$ cat config.mk
export PLATFORM = sky130hd
export DESIGN_NAME = mw_add_seq
export DESIGN_NICKNAME = d
export VERILOG_FILES = /design/src/rtl/mw_add_seq_pkg.sv /design/src/rtl/mw_add_seq_fadd.sv /design/src/rtl/mw_add_seq.sv
export SDC_FILE = /design/constraint.sdc
export NUM_CORES = 1
export LEC_CHECK = 0
export ABC_AREA = 1
export CELL_PAD_IN_SITES_DETAIL_PLACEMENT = 0
export CELL_PAD_IN_SITES_GLOBAL_PLACEMENT = 2
export CORE_MARGIN = 5
export CORE_UTILIZATION = 27
export CTS_CLUSTER_SIZE = 28
export DETAILED_ROUTE_END_ITERATION = 10
export GPL_TIMING_DRIVEN = 0
export PLACE_DENSITY = 0.95
export SKIP_CTS_REPAIR_TIMING = 1
export SLEW_MARGIN = 20
export SYNTH_ARGS = -nofsm -noshare
export SYNTH_HDL_FRONTEND = slang
export SYNTH_HIERARCHICAL = 1
export SYNTH_SLANG_ARGS = --single-unit
$ cat constraint.sdc
create_clock -name clk -period 6.4 [get_ports clk]
set_clock_uncertainty 0.15 [all_clocks]
set_input_delay 1.28 -clock clk [delete_from_list [all_inputs] [get_ports clk]]
set_output_delay 1.28 -clock clk [all_outputs]
set_load 0.01 [all_outputs]
$ cat src/rtl/mw_add_seq_pkg.sv
// Shared constants for the multi-word add/subtract sequencer.
// Word width is pinned to the fadd datapath; beat counter width derives from WORDS.
package mw_add_seq_pkg;

  localparam int ADD_W     = 32;
  localparam int DEF_WORDS = 4;

  // Beat counter needs at least one bit even for single-word operations.
  function automatic int beat_w(input int words);
    return (words > 1) ? $clog2(words) : 1;
  endfunction

endpackage

$ cat src/rtl/mw_add_seq_fadd.sv
// 32-bit full adder with carry in/out; purely combinational, no flow control.
module fadd (
  input  logic        ci,
  input  logic [31:0] a,
  input  logic [31:0] b,
  output logic [31:0] sum,
  output logic        co
);

  assign {co, sum} = {1'b0, a} + {1'b0, b} + {32'd0, ci};

endmodule

$ cat src/rtl/mw_add_seq.sv
// Multi-word add/sub sequencer: operands LSW-first, carry chained through fadd, 1-cycle result register.
// in_ready = !out_valid || out_ready, so a stalled result blocks input; full throughput when draining.
module mw_add_seq
  import mw_add_seq_pkg::*;
#(
  parameter int W     = ADD_W,
  parameter int WORDS = DEF_WORDS
) (
  input  logic         clk,
  input  logic         rst,
  input  logic         in_valid,
  output logic         in_ready,
  input  logic [W-1:0] in_a,
  input  logic [W-1:0] in_b,
  input  logic         in_cin,
  input  logic         in_sub,
  output logic         out_valid,
  input  logic         out_ready,
  output logic [W-1:0] out_data,
  output logic         out_co,
  output logic         out_last,
  output logic         out_ovf
);

  localparam int BW = beat_w(WORDS);

  logic [BW-1:0] beat;
  logic          carry_q;
  logic          sub_q;

  logic          accept;
  logic          first;
  logic          is_last;
  logic          sub;
  logic          ci;
  logic [W-1:0]  b_eff;
  logic [W-1:0]  sum;
  logic          co;
  logic          ovf;

  assign in_ready = !out_valid || out_ready;
  assign accept   = in_valid && in_ready;
  assign first    = (beat == '0);
  assign is_last  = (beat == BW'(WORDS - 1));

  // Mode and carry come from the input only on beat 0; later beats use the latched chain state.
  assign sub   = first ? in_sub : sub_q;
  assign ci    = first ? (in_sub ? 1'b1 : in_cin) : carry_q;
  assign b_eff = sub ? ~in_b : in_b;

  fadd u_fadd (
    .ci  (ci),
    .a   (in_a),
    .b   (b_eff),
    .sum (sum),
    .co  (co)
  );

  assign ovf = is_last && (in_a[W-1] == b_eff[W-1]) && (sum[W-1] != in_a[W-1]);

  always_ff @(posedge clk) begin
    if (rst) begin
      beat    <= '0;
      carry_q <= 1'b0;
      sub_q   <= 1'b0;
    end else if (accept) begin
      carry_q <= co;
      if (first) sub_q <= in_sub;
      beat <= is_last ? '0 : beat + BW'(1);
    end
  end

  always_ff @(posedge clk) begin
    if (rst) begin
      out_valid <= 1'b0;
      out_data  <= '0;
      out_co    <= 1'b0;
      out_last  <= 1'b0;
      out_ovf   <= 1'b0;
    end else if (accept) begin
      out_valid <= 1'b1;
      out_data  <= sum;
      out_co    <= co;
      out_last  <= is_last;
      out_ovf   <= ovf;
    end else if (out_valid && out_ready) begin
      out_valid <= 1'b0;
    end
  end

endmodule

# Yosys cells after proc, flatten, opt, wreduce, memory -nomap -nowiden
# Cells that the tools add are included.
[totals]
regBits = 39
[classes]
reduce_logical = 8
eq_ne = 3
mux = 7
addsub = 3
bitwise_logic = 1
[ops]
columns = ["cell", "n"]
rows = [
  ["$add 32x32->33", 1],
  ["$add 33x1->33", 1],
  ["$mux 32", 1],
  ["$not 32->32", 1],
  ["$mux 1", 5],
  ["$logic_and 1x1->1", 4],
  ["$add 2x1->2 const B", 1],
  ["$eq 2x2->1 const B", 1],
  ["$logic_not 2->1", 1],
  ["$mux 2", 1],
  ["$reduce_bool 2->1", 1],
  ["$eq 1x1->1", 1],
  ["$logic_not 1->1", 1],
  ["$logic_or 1x1->1", 1],
  ["$ne 1x1->1", 1],
]

# Logic depth before layout (Yosys ltp)
# Gate-level depths: netlist of the first run.
[depth]
word_depth = 7
depth_mapped = 23
mapped_depth_nobuf = 22

# Modules after synthesis
# Netlist of the first run, hierarchy kept.
[modules_own_cells]
columns = ["mod", "n_inst", "seq_area_each_um2", "area_each_um2", "cells_each"]
rows = [
  ["fadd", 1, 0.0, 2393.5, 505],
  ["mw_add_seq", 1, 780.7, 1788.0, 225],
]

# Least setup slack after synthesis of the first run
# Ideal clock, no wire load.
[synth_path]
path_type = "in2reg"
start = "in in_sub"
end = "reg out_data[28]"
arrival_ns = 3.457
n_path_buf = 1
cell_stages = 18
setup_slack_ns = 2.677
required_ns = 6.134
setup_ns = 0.116
cell_sequence = "nand2_2 > nand2_4 > buf_6 > xor2_1 > fa_1 > fa_1 > nand3_1 > nand3_1 > nand2_1 > nand2_2 > nand2_1 > nand2_2 > nand2_1 > nand2_1 > nand2_1 > nand2_1 > o21ai_0 > nor2_1"
[synth_via]
elab_chain_len = 4
[synth_rtl]
columns = ["item", "line_no", "source"]
rows = [
  ["from (decl)", "mw_add_seq.sv:16", "input logic in_sub,"],
  ["$mux 1", "--", ""],
  ["$mux 32", "mw_add_seq.sv:49", "assign b_eff = sub ? ~in_b : in_b;"],
  ["named net b_eff[0]", "mw_add_seq.sv:36", "logic [W-1:0] b_eff;"],
  ["$add 32x32->33", "mw_add_seq_fadd.sv:10", "assign {co, sum} = {1'b0, a} + {1'b0, b} + {32'd0, ci};"],
  ["$add 33x1->33", "mw_add_seq_fadd.sv:10", ""],
  ["named net sum[28]", "mw_add_seq.sv:37", "logic [W-1:0] sum;"],
  ["to (signal assigned)", "mw_add_seq.sv:82", "out_data <= sum;"],
  ["to (decl)", "mw_add_seq.sv:19", "output logic [W-1:0] out_data,"],
]
# The timed path passes the listed nets, and every way through them passes these cells.
# A chain may end at the register's enable or synchronous reset.

# Worst setup path in the final report of the first run
# Ends and elaborated chain as after synthesis.

==> results of run 1 <==
-- per-layer routing --
metal / vias to the layer above / share of wire, % / GRT usage (%)
met2: 85 / 43 / 22.4
li1: 2437 / - / -
met5: - / 0 / 0
met4: 0 / 0.71 / 2.04
met3: 5 / 5.0 / 1.69
met1: 1823 / 52 / 20.2
-- layout make-up --
type,count,share of cell area (%)
Multi-Input combinational cell,549,50.0
Timing Repair Buffer,106,18.8
Sequential cell,39,13.8
Inverter,129,8.57
Tap cell,188,4.16
Clock buffer,6,2.46
Buffer,13,1.59
Clock inverter,2,0.620
-- metrics by stage --
step                      utilization [%]  worst slack, ns  cell area [µm²]  hold WS (ns)  std cells
after global routing                 37.2             1.80             5650         0.327       1032
after floorplan                         -             2.68             4180         0.301        730
final                                37.2             2.03             5650         0.312       1032
after CTS                            37.2             2.02             5650         0.314       1032
after detailed placement             36.0             1.73             5480         0.305       1024
after global placement               36.0             1.74             5480         0.300       1024
-- cells in the mapped netlist, types with 2 or more instances --
cell type                  instances  area share (%)
sky130_fd_sc_hd__o21ai_0          33             3.9
sky130_fd_sc_hd__nand4_1           3            0.45
sky130_fd_sc_hd__buf_6             3            0.81
sky130_fd_sc_hd__xor2_1           45             9.4
sky130_fd_sc_hd__nor2_2            2            0.30
sky130_fd_sc_hd__a21oi_1          27             3.2
sky130_fd_sc_hd__nor3_1            5            0.60
sky130_fd_sc_hd__nand2_1         238              21
sky130_fd_sc_hd__o21ai_1           2            0.24
sky130_fd_sc_hd__clkbuf_2          3            0.36
sky130_fd_sc_hd__inv_1           128              11
sky130_fd_sc_hd__fa_1              2            0.96
sky130_fd_sc_hd__nor2_1          104             9.3
sky130_fd_sc_hd__nand2_2          10             1.5
sky130_fd_sc_hd__buf_4             4            0.72
sky130_fd_sc_hd__nand3_1          33             3.9
sky130_fd_sc_hd__dfxtp_1          39              19
sky130_fd_sc_hd__ha_1             33             9.9
sky130_fd_sc_hd__clkbuf_1          3            0.27
-- worst min-delay path, delay by kind of cell, from the launching register on --
family,cells,cell delay (ns)
flops,1,0.30
simple gates,1,0.06
compound gates,1,0.05
-- power by group through the flow --
stage	registers, mW	logic, mW	clock network (mW)
after floorplan	0.310	0.489	0
after global placement	0.299	0.768	0
after detailed placement	0.300	0.769	0
after CTS	0.295	0.773	0.293
after global routing	0.299	0.871	0.305
final	0.294	0.762	0.290
-- flip-flops by register name, indices dropped and copies added (netlist names) --
name and flops:
out_data 32, beat 2, out_co 1, out_last 1
out_ovf 1, out_valid 1, sub_q 1
-- cells in the final DEF (no fill, tap or decap), drive strengths merged, types with 5 or more instances in the layout --
master         netlist  routed
nand2              249     249
inv                129     129
clkdlybuf4s50        0     106
nor2               106     106
xor2                45      45
dfxtp               39      39
o21ai               35      35
nand3               34      34
ha                  33      33
a21oi               27      27
clkbuf               6      12
buf                  7       7
nor3                 5       5
-- path summary, 6_finish.rpt --
kind	startpoint	cells past startpoint	endpoint	slack (ns)
worst min register to register	out_last$_SDFFE_PP0P_	2	out_last$_SDFFE_PP0P_	0.31
worst max-delay path	in_sub	19	out_data[28]$_SDFFE_PP0P_	2.03
worst min-delay path	out_last$_SDFFE_PP0P_	2	out_last$_SDFFE_PP0P_	0.31
worst max register to register	beat[0]$_SDFFE_PP0P_	21	out_data[28]$_SDFFE_PP0P_	2.82
-- cell families (layout without fill, tap and decap cells) --
logic type | count (synthesis) | in the layout
AOI/OAI and AO/OA | 67 | 67
xor gates and xnor gates | 46 | 46
adders and majority gates | 35 | 35
buffers and inverters | 142 | 256
DFF | 39 | 39
and+or+nand+nor | 401 | 401
==> summary.md, run 1 <==
The ratio of routed vias to standard cells works out to 4.22. The number of enable-type register cells in the synthesized netlist is 0, and the final count of pins violating max slew is 0. The Yosys step of the flow raised 6 warnings. Net switching is 42.3% of the power. Global routing used 13.9% of the available tracks. The maximum root-to-sink buffer count is 2, and the number of buffer and inverter instances along the worst setup path is 2. TritonCTS built the clock tree. Power spread over the standard cell area amounts to 238 nW/µm². The routed design has 12.5 mm of wire. The portion of synthesized area spent on multiplexers is 0%.

Summing the areas of all compound-gate instances in the mapped netlist gives 8.47% of the synthesized area. The die boundary width is 134 µm. Setup violations remaining at the end of the flow were counted as 0. Of all nets on the critical path, the largest fanout is 10. The later pin in the worst-skew pair is clocked with a latency of 0.28 ns. The worst setup path is of the in -> reg kind. The post-synthesis instance area came out at 4180 µm². The placed wire-length estimate after detailed placement is 11.1 mm. Global-route congestion overflow total: 0.

The tools report the number of inserted diodes as 0. The die covers 18,100 µm². On the critical path, the stage with the largest delay is an instance of sky130_fd_sc_hd__clkdlybuf4s50_1. The logs give 21.8% for the portion of total power attributed to sequential cells and 168 for the number of violations reported at the end of detailed-routing iteration 0. The synthesized area divided by synthesized cell count was 5.73 µm². The actual transition at the worst max-transition pin came out at 0.404 ns.

The growth of design area from synthesis to finish is 35.2%, and the number of inserted filler cells in the final layout is 1,748. The floorplan has 45 rows. Routability-driven placement finished with a final weighted congestion of 0.828. The maximum ir drop on the vdd rail came out at 0.108 mV.

In this run the tool buffered the top-level ports with 106 buffer cells. STA classifies the critical path endpoint as a register. The final number of hold-violating endpoints is 0. The logs give 4,132 for the number of global-route vias before repair and 0 for the number of antenna violations at the first check in global routing. The largest net degree at the start of global routing is 13, and the headroom to the max-slew limit is 73.1%. The number of distinct library cells after synthesis is 32, and the async set or reset register ratio after synthesis is 0%. The power share of the combinational group is 56.6%, and the power after layout is 1.35 mW. At the worst endpoint, the required time is 6.42 ns.

Flip-flop and latch count after synthesis: 39. The logs give 5 for the number of buffers created by CTS and 3.05 nW for the standby leakage power. The run gives 730 as the synthesized instance count. The share of the synthesized netlist area taken by xor and xnor gates came out at 9.63%.

Kind of start point of the critical path: a primary input. On the worst path, the slowest cell contributes a delay of 0.51 ns. Setup repair after global routing left no endpoint under its margin. For the sequential element share of the synthesized area, the log shows 18.7%. Highest attainable clock frequency: 0.229 GHz. In the final layout, the multi-input gates occupy 2830 µm². For this run, the leading register cell type out of synthesis is sky130_fd_sc_hd__dfxtp_1. At the worst endpoint, the arrival time is 4.39 ns.

The I/O pin count is 107, and the max-capacitance violation count is 0. The total negative setup slack was 0 ns; the count of antenna-violating nets left after detailed routing was 0. The analysis attributes to net switching a power of 0.569 mW. The signal on the critical path passes through clkdlybuf4s50_1, nand2_2, nand2_4, buf_6, xor2_1, fa_1, fa_1, nand3_1, nand3_1, nand2_1, nand2_2, nand2_1, nand2_2, nand2_1, nand2_1, nand2_1, nand2_1, o21ai_0, nor2_1. The flow ran to the end, and the final reports show no timing, DRC or antenna violations.

After clock tree synthesis, the clock-pin slew on the worst setup and hold paths is 0.06 ns. The height of the die is 134 µm. The internal cell power is 0.777 mW, and the number of nets in the finished design is 948. Category of cells accounting for the largest share of critical-path delay: simple AND/OR/NAND/NOR gates.

Post-synthesis adder-cell area fraction: 10.8%. In the routed design, unresolved DRC markers number 0. The run gives 20.4 mm as the wire length of the first global-routing pass. The clock network power share was 21.6%; the level count of the clock H-tree was 2. CTS placed an instance of sky130_fd_sc_hd__clkbuf_16 at the clock tree root. The first detailed-routing pass took 6 iterations. The detailed router placed 4,350 vias in this run. The share of the clock period used by the worst path was 68.2%. In the final routed layout, each cell accounts on average for 12.1 µm.

The cell that appears most often on the critical path is sky130_fd_sc_hd__nand2_1. Once the floorplan was initialized, standard cells occupied 27.5% of the core. The number of sinks driven by the clock tree was 39. The time the final worst path needs with I/O delays and setup is 4.37 ns.

Cells with a size suffix above 1 make up 4.15% of the layout. The placeable core region came out at 15,200 µm². The tightest min-delay check is of the reg -> reg type. The post-synthesis simple-gate area fraction was 38.7%.

After synthesis, the largest family of logic cells by area is simple AND/OR/NAND/NOR gates. Registers take 781 µm². For the synthesized netlist net count, the log shows 835.
No activity file was read; power rests on OpenSTA's default activity.
==> run 2: changes to the inputs <==
CORE_UTILIZATION = 25   (was 27)
PLACE_DENSITY = 0.91   (was 0.95)
clock period = 4.3 ns   (was 6.4 ns; I/O delays follow)
==> run 2 against run 1 <==
Non-clock buffer count stayed put. Setup slack lost 1.7 ns. Via count down 0.30%. Global-route usage shrank 0.82 points. Routed wire length up 2.5%. Clock power is 22% higher. Final area barely moved. Hold slack better by 0.0026 ns. Highest routed layer unchanged.
==> summary.md, run 2 (synthesized netlist as in run 1, its figures left out) <==
Across all register-to-register paths, the minimum setup slack is 0.71 ns. The die boundary width is 139 µm. STA puts the critical path data arrival time at 3.99 ns. The root buffer cell chosen for the clock tree is sky130_fd_sc_hd__clkbuf_16. The flip-flop and latch area is 781 µm², and the height of the die is 139 µm.

Measured in cells, the most critical reg-to-reg path has a length of 21. Global routing consumed, over all layers together, 13.0% of the routing resources. The kind of start point of the critical path is a primary input. Summed over all layers, the routed wires come to 12.8 mm.

The design draws 1.93 mW. The run gives 0 as the global-route congestion overflow total. The final count of pins violating max slew was 0; the number of global-route vias before repair was 4,314.

The path type of the worst setup path is in -> reg. Number of inserted filler cells in the final layout: 1,861. The logs give 19,400 µm² for the die area and 0 for the final-report setup violation count. On the critical path, the stage with the largest delay is an instance of sky130_fd_sc_hd__clkdlybuf4s50_1. The largest registers in the layout are out_data (32), beat (2).

The area growth from synthesis to layout is 35.2%. The count of antenna-violating nets left after detailed routing is 0, and the highest attainable clock frequency is 0.251 GHz. out_data holds more flip-flops than any other register. In this run the static leakage power is 3.03 nW.

Critical path's most frequent cell: sky130_fd_sc_hd__nand2_1. The critical path goes through clkdlybuf4s50_1, nand2_2, nand2_4, buf_6, xor2_1, fa_1, fa_1, nand3_1, nand3_1, nand2_1, nand2_2, nand2_1, nand2_2, nand2_1, nand2_1, nand2_1, nand2_1, o21ai_0, nor2_1. The number of antenna violations at the first check in global routing was 0.

The tools report the headroom to the max-slew limit as 73.4%. The library cell used most frequently in the layout, excluding fill and tap cells, is sky130_fd_sc_hd__nand2_1. The largest net degree at the start of global routing was 12; the number of nets in the finished design was 948.

Along the worst hold path, the cell count comes to 2. The number of buffers and inverters on the critical path is 2. Largest fanout of any net on the critical path: 10. The longest clock path from root to sink contains 2 buffers.

Delay of the slowest cell on the worst path: 0.51 ns. The run gives 4,337 as the count of vias placed by the detailed router. The routed design could run at a clock period as short as 3.98 ns. The run finished with clean final reports. 107 I/O pins were placed. In this run the power density over the cells is 341 nW/µm². The area taken by multi-input logic gates is 2830 µm². The floorplan has 47 rows.

The clock latency on the worst-skew pair was 0.28 ns. In the routed design, unresolved DRC markers number 0. The share of the clock period used by the worst path came out at 92.5%. For the final number of hold-violating endpoints, the log shows 0. The clock input transition at the sequential cells of the worst setup and hold paths came out at 0.05 ns. TritonCTS built the clock tree.

The critical path capture point type is a register. Placeable core region: 16,500 µm². The H-tree was split into 2 levels.

For the pin with the worst max-slew slack, the measured transition is 0.399 ns. Wire length per cell: 12.0 µm. The number of buffers created by CTS is 5. The maximum ir drop on the vdd rail came out at 0.180 mV.

Setup repair after global routing left no endpoint under its margin. The logs give 4.32 ns for the data required time of the worst path and 39 for the number of sinks driven by the clock tree. The number of iterations in the first detailed-routing pass is 4, and the flip-flop count of the largest register, all copies and words added is 32.

Detailed placement finished with a half-perimeter wire length of 11.4 mm. The path type of the worst min-delay path was reg -> reg. For this configuration, the core starts out at a cell density of 25.3%.

The critical path runs through a total of 19 cells. Max-cap violations in this run came to 0. The first global-routing pass estimated 20.9 mm of wire. Leaving out fill and tap cells, the most frequent cells in the layout are sky130_fd_sc_hd__nand2_1, sky130_fd_sc_hd__inv_1, sky130_fd_sc_hd__clkdlybuf4s50_1.

The total negative setup slack was 0 ns; the ratio of routed vias to standard cells was 4.08. The share of cells above drive strength 1 was 3.91%. The category of cells accounting for the largest share of critical-path delay is simple AND/OR/NAND/NOR gates.

In this run the tool buffered the top-level ports with 106 buffer cells. The number of inserted diodes was 0. The congestion estimate from routability-driven global placement came to 0.809.

For the number of violations reported at the end of detailed-routing iteration 0, the log shows 201.
## run 2: cell count changes in the layout (fill, tap and decap cells not counted)
cell                        change
sky130_fd_sc_hd__bufinv_16      -1
sky130_fd_sc_hd__clkbuf_8       -1
sky130_fd_sc_hd__clkbuf_1       +2
## run 2: per-layer routing
metal / vias up / track usage, % / routed length, µm
met3: 6 / 1.72 / 426
met2: 84 / 21.4 / 5540
met4: 0 / 1.91 / 82
met1: 1808 / 18.6 / 6760
met5: - / 0 / 0
li1: 2439 / - / -
## run 2: worst paths after layout
kind,to,startpoint
min reg2reg,out_last$_SDFFE_PP0P_,out_last$_SDFFE_PP0P_
max,out_data[28]$_SDFFE_PP0P_,in_sub
max reg2reg,out_data[28]$_SDFFE_PP0P_,beat[0]$_SDFFE_PP0P_
min,out_last$_SDFFE_PP0P_,out_last$_SDFFE_PP0P_
## run 2: area by class of cell
cell class	count	area share [%]
buffer	13	1.59
clock buffer	7	2.35
clock inverter	1	0.0885
inverter	129	8.56
multi-input combinational	549	50.0
sequential	39	13.8
tap	220	4.87
timing repair buffer	106	18.8
## run 2: worst register-to-register path, stage by stage (launching register included)
cell and delay, ns:
sky130_fd_sc_hd__dfxtp_1 0.31, sky130_fd_sc_hd__inv_1 0.08, sky130_fd_sc_hd__ha_1 0.23, sky130_fd_sc_hd__inv_1 0.08, sky130_fd_sc_hd__nand2_2 0.10, sky130_fd_sc_hd__nand2_4 0.10
sky130_fd_sc_hd__buf_6 0.18, sky130_fd_sc_hd__xor2_1 0.17, sky130_fd_sc_hd__fa_1 0.47, sky130_fd_sc_hd__fa_1 0.48, sky130_fd_sc_hd__nand3_1 0.12, sky130_fd_sc_hd__nand3_1 0.11
sky130_fd_sc_hd__nand2_1 0.10, sky130_fd_sc_hd__nand2_2 0.08, sky130_fd_sc_hd__nand2_1 0.09, sky130_fd_sc_hd__nand2_2 0.07, sky130_fd_sc_hd__nand2_1 0.10, sky130_fd_sc_hd__nand2_1 0.06
sky130_fd_sc_hd__nand2_1 0.05, sky130_fd_sc_hd__nand2_1 0.04, sky130_fd_sc_hd__o21ai_0 0.25, sky130_fd_sc_hd__nor2_1 0.06
## run 2: through the flow
stage | worst slack [ns] | area [µm²] | hold slack (ns) | utilization (%) | std cells
2_1_floorplan | 0.997 | 4180 | 0.301 | - | 730
3_3_place_gp | 0.0469 | 5520 | 0.303 | 33.4 | 1056
3_5_place_dp | 0.0299 | 5520 | 0.307 | 33.4 | 1056
4_1_cts | 0.312 | 5660 | 0.316 | 34.2 | 1064
5_1_grt | 0.132 | 5660 | 0.351 | 34.2 | 1064
6_report | 0.323 | 5660 | 0.314 | 34.2 | 1064
## run 2: power by group
part           switching (mW)  total (mW)  internal, mW
sequential             0.0262       0.436         0.410
combinational           0.678        1.14         0.458
clock                   0.141       0.355         0.214
==> run 3: changes to the inputs <==
PLACE_DENSITY = 0.9   (was 0.91)
SLEW_MARGIN = not set   (was 20)
SYNTH_HIERARCHICAL = not set   (was 1)
==> run 3 against run 2 <==
Non-clock buffer count grew 1. Setup slack better by 0.073 ns. Final area fell by 0.31%. Register-to-register slack worse by 0.11 ns. Combinational power grew 15%. Critical endpoint is now out_data[22]$_SDFFE_PP0P_. Synthesized cell count decreased by 4.1%. Total power increased by 9.3%. Clock power about the same. Cell count fell by 2.8%.
==> summary.md, run 3 <==
The CTS root buffer is sky130_fd_sc_hd__clkbuf_16. The signal on the critical path passes through clkdlybuf4s50_1, inv_1, nand2_1, o21ai_2, buf_4, xnor2_1, fa_1, inv_1, fa_1, o21ai_2, nand2_2, nand2_2, nand2_2, nand2_2, nand2_1, nand3_1, nand3_1, nand2_1, inv_1. TritonCTS built the clock tree. The count of antenna-violating nets left after detailed routing was 0; the clock network power share was 16.9%. Global routing used 14.5% of the available tracks.

The utilization after layout is 34.2%. By area, the combinational part of the netlist is dominated by simple AND/OR/NAND/NOR gates. For the standby leakage power, the log shows 2.86 nW. The count of vias placed by the detailed router was 4,347. Synthesized area divided by synthesized cell count: 5.94 µm². The power per cell area is 374 nW/µm². The run gives 5 as the number of buffers created by CTS. The die is 139 µm tall. Summed over all nets, wire length on met3 after detailed routing comes to 667 µm.

Yosys mapped a number of flops with a built-in enable equal to 0. The internal portion of the total power is 1.15 mW. The data arrival time of the critical path came out at 3.94 ns. The maximum ir drop on the vdd rail was 0.145 mV; the share of cells above drive strength 1 was 6.27%. Final count of pins violating max slew: 0. The worst hold path belongs to the class reg -> reg.

For this run, the leading register cell type out of synthesis is sky130_fd_sc_hd__dfxtp_1. In the layout the commonest cells are sky130_fd_sc_hd__nand2_1, sky130_fd_sc_hd__inv_1, sky130_fd_sc_hd__clkdlybuf4s50_1. After layout, the design draws a total of 2.11 mW. The logs give 47 for the number of core rows and 18.8% for the sequential element share of the synthesized area.

The final number of hold-violating endpoints is 0. The most numerous cell type found on the critical path is sky130_fd_sc_hd__nand2_2. The critical path capture point type is a register. The time the final worst path needs with I/O delays and setup was 3.90 ns; the total wire length after detailed routing was 13.8 mm. In this run, the combinational gates consume 62.1% of the power.

The die covers 19,300 µm². At the worst endpoint, the required time is 4.34 ns. The worst pin sits at a relative slew slack of 62.2%. Number of antenna violations at the first check in global routing: 0. The placed wire-length estimate after detailed placement is 12.0 mm, and the post-synthesis compound-gate area fraction is 11.6%. The most common cell after layout, fill and taps aside is sky130_fd_sc_hd__nand2_1. The ratio of routed vias to standard cells is 4.20, and the post-synthesis instance area is 4160 µm². The sum of routed wire segments on met1 is 6.90 mm, and the delay of the slowest cell on the worst path is 0.44 ns. Counting distinct cell types in the post-synthesis netlist gives 37.

Once the floorplan was initialized, standard cells occupied 25.3% of the core. The DRC violation count after routing came out at 0. The number of buffers added on ports was 106; the number of cells traversed by the worst hold path was 2. CTS built an H-tree with a depth of 2. For the wire length of the first global-routing pass, the log shows 22.7 mm. The library cell contributing the largest single delay on the critical path was sky130_fd_sc_hd__fa_1. The run finished with clean final reports. The tools report the synthesized instance count as 700. The wire length per cell is 13.3 µm, and the synthesized netlist net count is 805. The number of antenna diodes in the final layout is 0. The number of nets in the finished design is 918, and the actual transition at the worst max-transition pin is 0.567 ns. The die boundary width came out at 139 µm. Counting flops and latches in the post-synthesis netlist gives 39. Yosys instantiated no cell more often than sky130_fd_sc_hd__nand2_1.

The largest registers in the layout are out_data (32), beat (2). The register with the most flip-flops in the layout has 32 of them. The mux contribution to synthesized area is 0%.

Static timing analysis puts the maximum clock frequency at 0.256 GHz. The synthesized design spends more area on one cell type than any other, namely sky130_fd_sc_hd__dfxtp_1. Instance area after placement: 5490 µm². The run gives 5640 µm² as the area of all placed cells without fillers. Path type of the worst setup path: in -> reg. The tools report the final-report setup violation count as 0. The count of synthesis-stage warnings from yosys is 0. Counting instances in the post-synthesis netlist gives the leading cell types as sky130_fd_sc_hd__nand2_1, sky130_fd_sc_hd__inv_1, sky130_fd_sc_hd__nor2_1.

The largest fanout of any net on the critical path was 10. The total area inside the core boundary comes to 16,500 µm². After synthesis, the cell types taking the most area are sky130_fd_sc_hd__dfxtp_1, sky130_fd_sc_hd__nand2_1, sky130_fd_sc_hd__inv_1. The worst setup path is launched from a primary input. The switching part of the total power was 45.5%; the largest net degree at the start of global routing was 12.

The post-synthesis simple-gate area fraction is 36.6%, and the share of the synthesized netlist area taken by xor and xnor gates is 9.27%. The total negative setup slack is 0 ns, and the share of the clock period used by the worst path is 90.8%. After Yosys synthesis, full adders, half adders and majority gates account for 10.9% of the synthesized area.

The clock latency on the worst-skew pair came out at 0.28 ns. The number of iterations in the first detailed-routing pass was 4; the logic depth of the worst register-to-register path was 18. The longest clock path from root to sink contains 2 buffers.

Wire segments on met2 add up to 6.06 mm in the final route. In this run the top signal layer used is met4. The total overflow left after global routing is 0. For this design the top-level I/O count stands at 107. The number of violations reported at the end of detailed-routing iteration 0 was 221; the clock input transition at the sequential cells of the worst setup and hold paths was 0.06 ns.

Portion of total power attributed to sequential cells: 21.0%. The register with the most flip-flops in the final layout is out_data. The area fraction of the dominant cell type after synthesis is 18.8%, and the growth of design area from synthesis to finish is 35.6%.

For this design, the sink count on the clock tree is 39. For the number of global-route vias before repair, the log shows 4,418. The congestion estimate from routability-driven global placement came to 0.848. The run gives 0.958 mW as the switching power.

Setup repair after global routing left no endpoint under its margin. The max-capacitance violation count was 0; the async set or reset register ratio after synthesis was 0%.
-- run 3: cell types whose count changed in the layout (fill, tap and decap cells not counted), sizes merged, moves of 5 or more --
cell | previous run | this run
inv | 129 | 121
nand2 | 249 | 202
xor2 | 45 | 11
a21oi | 27 | 40
xnor2 | 1 | 33
nor3 | 5 | 10
o21bai | 1 | 7
-- run 3: stage by stage --
stage	instances	hold WS (ns)	setup WS [ns]
final	1034	0.317	0.396
after global routing	1034	0.324	0.0491
after CTS	1034	0.318	-0.0780
after detailed placement	1026	0.309	-0.386
after global placement	1026	0.306	-0.347
after floorplan	700	0.301	0.890
-- run 3: metal layers --
metal  vias up  track usage [%]
li1       2402                -
met1      1849             20.6
met2        88             23.7
met3         8             1.62
met4         0             3.14
met5         -                0
-- run 3: path summary, 6_finish.rpt --
path                                           start                         to  slack, ns
worst max-delay path                          in_sub  out_data[22]$_SDFFE_PP0P_       0.40
worst min-delay path            out_ovf$_SDFFE_PP0P_       out_ovf$_SDFFE_PP0P_       0.32
worst max register to register  beat[0]$_SDFFE_PP0P_  out_data[22]$_SDFFE_PP0P_       0.60
worst min register to register  out_ovf$_SDFFE_PP0P_       out_ovf$_SDFFE_PP0P_       0.32
-- run 3: cells by family after synthesis --
group / after synthesis
AND/OR/NAND/NOR: 360
adder cells (fa/ha/maj): 35
XOR/XNOR: 44
flip-flops: 39
buffers and inverters: 135
AO/OA/AOI/OAI: 87
-- run 3: area by class of cell --
cell class              count  area (µm²)
well taps                 220         275
fillers                  1886       10800
inverters                 121         454
plain buffers              14        82.6
clock buffers               7         133
multi-input cells         526        2850
repair buffers            106        1060
clock inverters             1        5.00
flip-flops and latches     39         781
-- run 3: power groups by stage --
stage	Clock, mW	Combinational [mW]	Sequential (mW)
global placement	0	1.32	0.450
finish	0.356	1.31	0.442
detailed placement	0	1.32	0.451
global route	0.377	1.49	0.450
CTS	0.371	1.32	0.443
floorplan	0	0.852	0.468
-- run 3: worst max-delay path, delay by kind of cell --
family                     cells  cell delay, ns
xor gates and xnor gates       1            0.17
and+or+nand+nor                9            0.76
buffers and inverters          5            0.88
adders and majority gates      2            0.73
AOI/OAI and AO/OA              2            0.53
==> variant 1: new RTL, settings of run 1 <==
`DEF_WORDS`: 4 -> 8.
--- a/src/rtl/mw_add_seq_pkg.sv
+++ b/src/rtl/mw_add_seq_pkg.sv
@@ -3,7 +3,7 @@
 package mw_add_seq_pkg;
 
   localparam int ADD_W     = 32;
-  localparam int DEF_WORDS = 4;
+  localparam int DEF_WORDS = 8;
 
   // Beat counter needs at least one bit even for single-word operations.
   function automatic int beat_w(input int words);
Formal check against the unedited RTL: not equivalent (Yosys sat finds a counterexample within 10 cycles, from zero or initial values and one cycle with rst high).
==> variant 1 against run 1 <==
- combinational power increased by 6.4%
- synthesized area grew 2.2%
- worst setup slack got worse by 0.16 ns
- critical path depth stayed put
- routed wire length grew 2.4%
- final area grew 1.9%
- die area grew 2.1%
- sequential cell count increased by 1
- final cell count is 3.3% higher
- power grew 1.6%
==> variant 1: results (changes against run 1) <==
sequential power share - 0.221 (was 0.218)
Inst Count DP - 1059 (was 1024)
Iter 0 DRT Violations - 215 (was 168)
1st-pass router iterations - 4 (was 6)
clock tree buffer depth - 2 (unchanged)
share of the synthesized area in the top cell type - 0.208 (was 0.214)
first-pass GRT wire length - 20800 um (was 20400 um)
GR Layer Usage met2 - 0.236 (was 0.224)
GRT Total Usage - 0.141 (was 0.139)
final WL - 12800 um (was 12500 um)
Seq area share - 0.139 (was 0.138)
Syn Nets - 843 (was 835)
Synth top cells by count - nand2_1 (237), inv_1 (127), nor2_1 (105), xor2_1 (41), dfxtp_1 (40) (was nand2_1 (238), inv_1 (128), nor2_1 (104), xor2_1 (45), dfxtp_1 (39))
placed inst area - 5610 sq um (was 5480 sq um)
WL met1 - 6330 um (was 6450 um)
fraction of area in multi-input gates - 0.502 (was 0.500)
Lkg Pwr - 3.07 nW (was 3.05 nW)
largest net degree at the start of global routing - 12 (was 13)
met1 Use GR - 0.190 (was 0.202)
wire length on met2 - 5690 um (was 5330 um)
multi-input combinational cell count - 555 (was 549)
#FFs+latches synth - 40 (was 39)
Die ar. - 18500 sq um (was 18100 sq um)
WL per Instance - 12.0 um (was 12.1 um)
layout cell share with drive strength beyond 1 - 0.0471 (was 0.0415)
Hold Worst Slack - 0.315 ns (was 0.312 ns)
clock share of power - 0.186 (was 0.216)
pre-CTS setup slack - 1.55 ns (was 1.73 ns)
distinct cell type count after synthesis - 30 (was 32)
Detailed Place HPWL - 11300 um (was 11100 um)
flop2flop setup slack - 2.73 ns (was 2.82 ns)
slowest stage delay, CP - 0.53 ns (was 0.51 ns)
fill count - 1766 (was 1748)
buffering overhead - 0.201 (was 0.204)
status - completed (unchanged)
P_seq - 0.000303 W (was 0.000294 W)
Power Internal - 0.000774 W (was 0.000777 W)
met3 GRT Util - 0.0204 (was 0.0169)
Via density - 4.13 (was 4.22)
met3 WL - 630 um (was 627 um)
Area contributors post-synth - nand2_1 (21%), dfxtp_1 (19%), inv_1 (11%), ha_1 (10%), nor2_1 (9.2%) (was nand2_1 (21%), dfxtp_1 (19%), inv_1 (11%), ha_1 (9.9%), xor2_1 (9.4%))
biggest regs - out_data: 32 flops, beat: 3 flops (was out_data: 32 flops, beat: 2 flops)
vias in the first global route - 4254 (was 4132)
VDD IR max - 0.000100 V (was 0.000108 V)
clock buf count - 7 (was 6)
routability cong. - 0.832 (was 0.828)
min-delay src - out_last$_SDFFE_PP0P_ (unchanged)
actual slew at the worst max-slew pin - 0.401 ns (was 0.404 ns)
CP arrival - 4.54 ns (was 4.39 ns)
Layout clock area frac - 0.0265 (was 0.0308)
Mapped Cells - 737 (was 730)
clock root buffer - clkbuf_16 (unchanged)
-- variant 1: cell count changes after synthesis, moves of 2 or more --
cell,change
buf_6,-3
xor2_1,-4
xor2_2,+4
buf_2,+4
o21ai_0,+4
o21ai_1,-2
buf_8,+3
clkbuf_2,-3
-- variant 1: how the worst max path moves through the flow --
stage | slack (ns) | start | cells past startpoint | end
5_1_grt | 1.57 | in_sub | 19 | out_data[28]$_SDFFE_PP0P_
3_3_place_gp | 1.58 | in_sub | 19 | out_data[28]$_SDFFE_PP0P_
2_1_floorplan | 2.64 | in_sub | 18 | out_data[28]$_SDFFE_PP0P_
4_1_cts | 1.83 | in_sub | 19 | out_data[28]$_SDFFE_PP0P_
6_report | 1.88 | in_sub | 19 | out_data[28]$_SDFFE_PP0P_
3_5_place_dp | 1.55 | in_sub | 19 | out_data[28]$_SDFFE_PP0P_
-- variant 1: cell families after synthesis --
family / share of synthesized area
simple gates: 0.383
xor+xnor: 0.101
compound gates: 0.0831
fa+ha+maj: 0.109
flops: 0.187
buf+inv: 0.136
==> variant 2: new RTL, flow settings as in run 1 <==
Made on the original files. Put one more register stage on the output `out_ovf`. The value now appears one clock later. The other outputs are not delayed to match.
--- a/src/rtl/mw_add_seq.sv
+++ b/src/rtl/mw_add_seq.sv
@@ -23,6 +23,8 @@
 );
 
   localparam int BW = beat_w(WORDS);
+
+  logic out_ovf_s0;
 
   logic [BW-1:0] beat;
   logic          carry_q;
@@ -76,17 +78,25 @@
       out_data  <= '0;
       out_co    <= 1'b0;
       out_last  <= 1'b0;
-      out_ovf   <= 1'b0;
+      out_ovf_s0 <= 1'b0;
     end else if (accept) begin
       out_valid <= 1'b1;
       out_data  <= sum;
       out_co    <= co;
       out_last  <= is_last;
-      out_ovf   <= ovf;
+      out_ovf_s0 <= ovf;
     end else if (out_valid && out_ready) begin
       out_valid <= 1'b0;
     end
   end
 
+  always_ff @(posedge clk) begin
+    if (rst) begin
+      out_ovf <= '0;
+    end else begin
+      out_ovf <= out_ovf_s0;
+    end
+  end
+
 endmodule
 
Behaviour: not the same (a bounded check fails within 10 cycles, from zero or initial values and one cycle with rst high).
==> variant 2 against run 1 <==
- largest power group unchanged
- power grew 0.69%
- critical endpoint is now out_data[24]$_SDFFE_PP0P_
- synthesized area grew 3.3%
- combinational power grew 1%
- count of clock-buffer cells in the layout shrank 1
- sequential share of layout area shrank 0.051 points
- routed wire length grew 2.1%
- synthesized cell count grew 0.68%
- worst setup slack gained 0.012 ns
- sequential cell count grew 1
- register-to-register slack is essentially flat
- final area grew 2.9%
==> variant 2: results (changes against run 1) <==
Syn Nets - 840 (was 835)
Area contributors post-synth - nand2_1 (21%), dfxtp_1 (19%), inv_1 (11%), ha_1 (9.6%), nor2_1 (9.2%) (was nand2_1 (21%), dfxtp_1 (19%), inv_1 (11%), ha_1 (9.9%), xor2_1 (9.4%))
n_diodes - 0 (unchanged)
Clock transition at path regs - 0.06 ns (about the same)
Clock Latency Late Sink - 0.28 ns (about the same)
initial antenna violation count - 0 (unchanged)
vias in the first global route - 4121 (was 4132)
Via density - 4.16 (was 4.22)
1st-pass router iterations - 4 (was 6)
Iter 0 DRT Violations - 144 (was 168)
H-tree levels - 2 (unchanged)
Power Internal - 0.000779 W (was 0.000777 W)
CP arrival - 4.37 ns (was 4.39 ns)
Lkg Pwr - 3.09 nW (was 3.05 nW)
actual slew at the worst max-slew pin - 0.391 ns (was 0.404 ns)
placed inst area - 5650 sq um (was 5480 sq um)
Final TNS setup - 0 ns (unchanged)
first-pass GRT wire length - 20500 um (was 20400 um)
Detailed Place HPWL - 11300 um (was 11100 um)
Yosys warnings - 6 (unchanged)
distinct cell type count after synthesis - 31 (was 32)
Util after Layout - 0.369 (was 0.372)
layout cell share with drive strength beyond 1 - 0.0554 (was 0.0415)
Post-Layout Cell Count - 1065 (was 1032)
pre-CTS setup slack - 1.72 ns (was 1.73 ns)
Avg Cell Area, Syn - 5.88 sq um (was 5.73 sq um)
largest net degree at the start of global routing - 14 (was 13)
final WL - 12800 um (was 12500 um)
VDD IR max - 0.000107 V (was 0.000108 V)
routability cong. - 0.840 (was 0.828)
GRT Total Usage - 0.138 (was 0.139)
fin nets - 953 (was 948)
status - completed (unchanged)
Synth top cells by count - nand2_1 (240), inv_1 (126), nor2_1 (106), dfxtp_1 (40), o21ai_0 (36) (was nand2_1 (238), inv_1 (128), nor2_1 (104), xor2_1 (45), dfxtp_1 (39))
sequential cell area fraction in the yosys report - 0.185 (was 0.187)
fill count - 1787 (was 1748)
==> variant 2: cell types whose count changed after synthesis, moves of 2 or more <==
cell / change
buf_2: +3
buf_4: -4
buf_8: +2
clkbuf_2: -3
inv_1: -2
inv_2: +3
nand2_1: +2
nor2_1: +2
o21ai_0: +3
xor2_1: -10
xor2_2: +10
==> variant 2: power by group through the flow <==
stage	logic, W	clock network (W)	registers (W)
global route	0.000882	0.000297	0.000306
global placement	0.000777	0	0.000307
detailed placement	0.000779	0	0.000308
CTS	0.000782	0.000288	0.000302
floorplan	0.000498	0	0.000317
finish	0.000772	0.000281	0.000302
==> variant 2: cells by family after synthesis <==
| group | after synthesis | share of synthesized area |
|---|---|---|
| adder cells (fa/ha/maj) | 35 | 0.105 |
| buffers and inverters | 143 | 0.141 |
| AO/OA/AOI/OAI | 67 | 0.0805 |
| AND/OR/NAND/NOR | 404 | 0.377 |
| flip-flops | 40 | 0.185 |
| XOR/XNOR | 46 | 0.111 |
==> variant 2: layer usage <==
| layer | routed length (um) | vias to the layer above | global-route usage |
|---|---|---|---|
| met5 | 0 | - | 0 |
| li1 | - | 2442 | - |
| met2 | 5570 | 84 | 0.223 |
| met4 | 129 | 0 | 0.0319 |
| met3 | 563 | 6 | 0.0163 |
| met1 | 6500 | 1894 | 0.196 |
==> variant 2: layout make-up <==
| type | count | share of cell area |
|---|---|---|
| Clock inverter | 3 | 0.00731 |
| Multi-Input combinational cell | 552 | 0.500 |
| Tap cell | 216 | 0.0465 |
| Clock buffer | 5 | 0.0215 |
| Inverter | 130 | 0.0839 |
| Timing Repair Buffer | 106 | 0.182 |
| Buffer | 13 | 0.0209 |
| Sequential cell | 40 | 0.138 |
==> variant 2: critical path: stages <==
cell	delay, ns
clkdlybuf4s50_1	0.49
nand2_2	0.09
nand2_4	0.17
buf_12	0.20
xor2_2	0.09
fa_1	0.47
fa_1	0.47
nand3_1	0.11
nand3_1	0.11
nand2_1	0.10
nand2_2	0.08
nand3_1	0.12
nand3_1	0.12
nand2_1	0.08
nand2_1	0.06
o21ai_0	0.25
nor2_1	0.06
==> variant 2: path summary, 6_finish.rpt <==
kind	slack, ns	endpoint	from	cells past startpoint
worst max-delay path	2.05	out_data[24]$_SDFFE_PP0P_	in_sub	17
worst max register to register	2.81	out_data[24]$_SDFFE_PP0P_	beat[0]$_SDFFE_PP0P_	18
worst min register to register	0.27	out_ovf$_SDFF_PP0_	out_ovf_s0$_SDFFE_PP0P_	2
worst min-delay path	0.27	out_ovf$_SDFF_PP0_	out_ovf_s0$_SDFFE_PP0P_	2
